===== config.mk =====
export PLATFORM = sky130hd
export DESIGN_NAME = leading_ones_mask
export DESIGN_NICKNAME = d
export VERILOG_FILES = /design/src/rtl/leading_ones_mask.sv
export SDC_FILE = /design/constraint.sdc
export NUM_CORES = 1
export LEC_CHECK = 0
export BUFFER_PORTS_ARGS = -buffer_cell sky130_fd_sc_hd__buf_2
export CORE_UTILIZATION = 55
export DETAILED_ROUTE_END_ITERATION = 12
export PLACE_DENSITY_LB_ADDON = 0.15
export SETUP_SLACK_MARGIN = 0.2
export SLEW_MARGIN = 30
export SYNTH_ARGS = -nofsm -noshare
export SYNTH_HDL_FRONTEND = slang
export SYNTH_SLANG_ARGS = --single-unit

===== constraint.sdc =====
create_clock -name clk -period 4.3 [get_ports clk]
set_input_delay 0.43 -clock clk [delete_from_list [all_inputs] [get_ports clk]]
set_output_delay 0.43 -clock clk [all_outputs]
set_load 0.02 [all_outputs]

===== src/rtl/leading_ones_mask.sv =====
// -----------------------------------------------------------------------------
// leading_ones_mask
//
// Multi-cycle custom instruction that builds a contiguous mask of ones. It is
// the inverse of count-leading-ones: given a count c, it returns c ones packed
// against the MSB (n=0) or against the LSB (n=1). Counts of size or more give
// an all-ones word.
//
// One mask bit is shifted into the accumulator per enabled cycle, so a start
// accepted in cycle T completes with done=1 in cycle T+c+2.
//
// Ports
//   clk     : single clock, rising edge
//   reset   : synchronous active-high reset; wins over clk_en and start
//   clk_en  : clock qualifier; when low, every register holds
//   start   : one-cycle start pulse, honoured only in IDLE
//   dataa   : requested ones count (unsigned, saturated to size)
//   n       : 0 = ones from the MSB downward, 1 = ones from the LSB upward
//   done    : registered one-cycle completion pulse
//   result  : registered mask; holds until the next completion
//
// State | meaning
// ------+-----------------------------------------------------------
// IDLE  | waiting for start; count, mode and accumulator loaded on start
// SHIFT | one ones bit shifted into acc per cycle until cnt reaches 0
// DONE  | done high for this one cycle, then back to IDLE
// -----------------------------------------------------------------------------
module leading_ones_mask #(
    parameter int size = 32
) (
    input  logic            clk,
    input  logic            reset,
    input  logic            clk_en,
    input  logic            start,
    input  logic [size-1:0] dataa,
    input  logic            n,
    output logic            done,
    output logic [size-1:0] result
);

    typedef enum logic [1:0] {
        IDLE  = 2'd0,
        SHIFT = 2'd1,
        DONE  = 2'd2
    } state_t;

    localparam logic [size-1:0] SAT_MAX = size;
    localparam logic [5:0]      CNT_MAX = 6'd32;

    state_t          state_q;
    logic [5:0]      cnt_q;
    logic [size-1:0] acc_q;
    logic [size-1:0] result_q;
    logic            mode_q;
    logic            done_q;

    // Saturation has to look at the whole word: a value such as 32'h8000_0000
    // has zero low bits but still means "all ones".
    logic [5:0] sat_cnt;
    assign sat_cnt = (dataa >= SAT_MAX) ? CNT_MAX : dataa[5:0];

    always_ff @(posedge clk) begin
        if (reset) begin
            state_q  <= IDLE;
            cnt_q    <= '0;
            acc_q    <= '0;
            result_q <= '0;
            mode_q   <= 1'b0;
            done_q   <= 1'b0;
        end else if (clk_en) begin
            case (state_q)
                IDLE: begin
                    if (start) begin
                        cnt_q   <= sat_cnt;
                        mode_q  <= n;
                        acc_q   <= '0;
                        state_q <= SHIFT;
                    end
                end
                SHIFT: begin
                    if (cnt_q != 6'd0) begin
                        if (mode_q) begin
                            acc_q <= {acc_q[size-2:0], 1'b1};
                        end else begin
                            acc_q <= {1'b1, acc_q[size-1:1]};
                        end
                        cnt_q <= cnt_q - 6'd1;
                    end else begin
                        result_q <= acc_q;
                        done_q   <= 1'b1;
                        state_q  <= DONE;
                    end
                end
                DONE: begin
                    done_q  <= 1'b0;
                    state_q <= IDLE;
                end
                default: begin
                    state_q <= IDLE;
                end
            endcase
        end
    end

    assign done   = done_q;
    assign result = result_q;

endmodule

==> out/results.ini <==
[status]
outcome=completed

[clocking]
cts_buffer_depth=2
cts_resized=0
tritoncts=yes
clkSlewWorstSetupHoldPaths_ns=0.08
postCtsSetupBuffers=0
cts_hold_buf=0
root_buffer=clkbuf_8
cts_buffers=9
htree_levels=3
clkSinkCount=74
clk_latency_ns=0.35

[critical_path]
startpoint_type=register
cp-end-kind=register
critical_path.slowest_cell=nand2_4
crit_path_max_incr_delay_ns=0.53
critPathMaxFanout=70
r2r_setup_slack_ns=1.91
worstPathCellList=inv_1, ha_1, nor4b_1, nand2_1, nand2_4, nor3_1, a21oi_1, nor2_1
cp.arrival_ns=2.60
cp.required_ns=4.51
path_class=register to register

[synthesis]
synth_async_sr_flop_share_pct=0
synth_edf_count=0
yosysWarnings=0
ys.flop_type=dfxtp_1
synth_top_family_by_area=simple AND/OR/NAND/NOR gates
synthesis.nets=436
synth.area.top_cells=dfxtp_1, a21oi_1, mux2i_1, nand2_1, nor2_1
avgSynthCellArea_um2=8.098
syn_area_mm2=0.003223
synth_xor_area_share_pct=0
synth_cells=398
synth_compound_area_share_pct=14.56
synth_top_cells_by_count=dfxtp_1, nand2_1, a21oi_1
synth.top_cell.area_share_pct=45.96
synth_top_cell_by_area=dfxtp_1
synth_fa_ha_area_share_pct=0.3882
synth.most_common_cell=dfxtp_1
yosysSeqAreaShare_pct=45.96
synth-seq-cells=74
synth-simple-area-share_pct=25.43
synth_mux_area_share_pct=9.627
yosysUniqueCellTypes=33

[sta]
setup_tns_ns=0
worst_pin_slew_ns=0.9371
rsz0062_at_grt=false
relSlewSlack_pct=37.53
fin_crit_sh_pct=55.58
hold_ws_ns=0.2915
hold_viol_final=0
setup_viol=0
min_period_ns=2.390
max_freq_mhz=418.4
fin_ws_ns=1.910
fin_skew_ns=0.01153
finalMaxSlewViolations=0

[routing]
ant_nets=0
met2_length_um=3022
drc_errors=0
wl_met1_um=3135
wl_um=6638
vias=2844
routed-wl-met3_um=392
detail_route.wl_per_cell_um=12.55
drt-pass1-iter-count=5
drtIter0Drc=145
avgViaCountPerCell=5.376
highest_layer=met4

[final_layout]
instances_no_fill=529
final_cell_area_mm2=0.003761
fillers=484
synthToLayoutAreaGrowth_pct=16.69
layout-drive-gt1-share_pct=22.32
n_antenna_cell=0
nets=490

[floorplan]
initial_core_util_pct=57.82
die_width_um=78.55
coreArea_mm2=0.005574
die_h_um=78.55
num_rows=27
dieArea_mm2=0.006170
ios=70

[global_route]
grt_max_degree=71
grt_pass1_wl_um=10960
grt_pass1_vias=2556
grt_usage_pct=22.31
antenna_found_initial=0
grt_overflow=0

[placement]
post-place-ws_ns=1.935
gp_congestion=0.8171
io_buffers=69
dp.cells=513
hpwlAfterDp_um=4232
dpl_cell_area_mm2=0.003576

[power]
vdd_drop_max_uv=274.5
powerDensity_mw_per_mm2=353.9
p_leak_nw=1.375

[job]
maxCapViolations=0

[hold_path]
min_path_type=input pin to register

area by class of cell:
class	count	area [µm²]	area share [%]
well taps	72	90.09	2.395
inverters	3	11.26	0.2994
clock buffers	10	127.6	3.393
multi-input cells	292	1624	43.18
flip-flops and latches	74	1483	39.42
repair buffers	72	367.9	9.780
clock inverters	6	57.56	1.530
registers in the layout, indices dropped and copies added, names as in the netlist:
signal and cells:
result 32, acc_q 32, done 1, mode_q 1
cnt_q 6, state_q 2
where the power goes:
part / internal (mW) / switching [mW]
registers: 0.691 / 0.0118
clock network: 0.264 / 0.250
logic: 0.0393 / 0.0747
total: 0.995 / 0.337
kinds of logic (layout without fill, tap and decap cells):
family,after synthesis,in the layout
flops,74,74
simple gates,175,175
mux,31,31
fa+ha+maj,1,1
buf+inv,32,91
compound gates,85,85
metrics by stage:
| stage | power, mW | util (%) |
|---|---|---|
| floorplan | 0.7975 | - |
| global placement | 0.8290 | 64.02 |
| detailed placement | 0.8328 | 64.15 |
| CTS | 1.338 | 67.47 |
| global route | 1.380 | 67.47 |
| finish | 1.331 | 67.47 |
layout by cell type, fill, tap and decap left out, types with 4 or more instances in the layout:
cell type   n
nand2b_1    4
mux2i_1    31
dfxtp_1    73
clkbuf_8    9
nor3_1     32
clkinv_2    4
buf_2      69
nand3_1     7
nor2b_1     4
a21oi_1    69
nand2_1    68
nor2_1     44
metal layers:
| layer | track usage [%] | vias up |
|---|---|---|
| li1 | - | 1468 |
| met1 | 26.05 | 1289 |
| met2 | 39.22 | 77 |
| met3 | 4.651 | 10 |
| met4 | 9.444 | 0 |
| met5 | 0 | - |
path summary, 6_finish.rpt:
path	start	endpoint	cells past startpoint
max	cnt_q[0]	acc_q[18]	8
min	dataa[3]	cnt_q[3]	3
max reg2reg	cnt_q[0]	acc_q[18]	8
min reg2reg	result[27]	result[27]	2
worst max-delay path: cells and delay by family, from the launching register on:
| family | cells | cell delay, ns |
|---|---|---|
| AOI/OAI and AO/OA | 1 | 0.17 |
| and+or+nand+nor | 5 | 1.39 |
| DFF | 1 | 0.32 |
| adders and majority gates | 1 | 0.22 |
| buffers and inverters | 1 | 0.13 |
No activity file was read; power rests on OpenSTA's default activity.
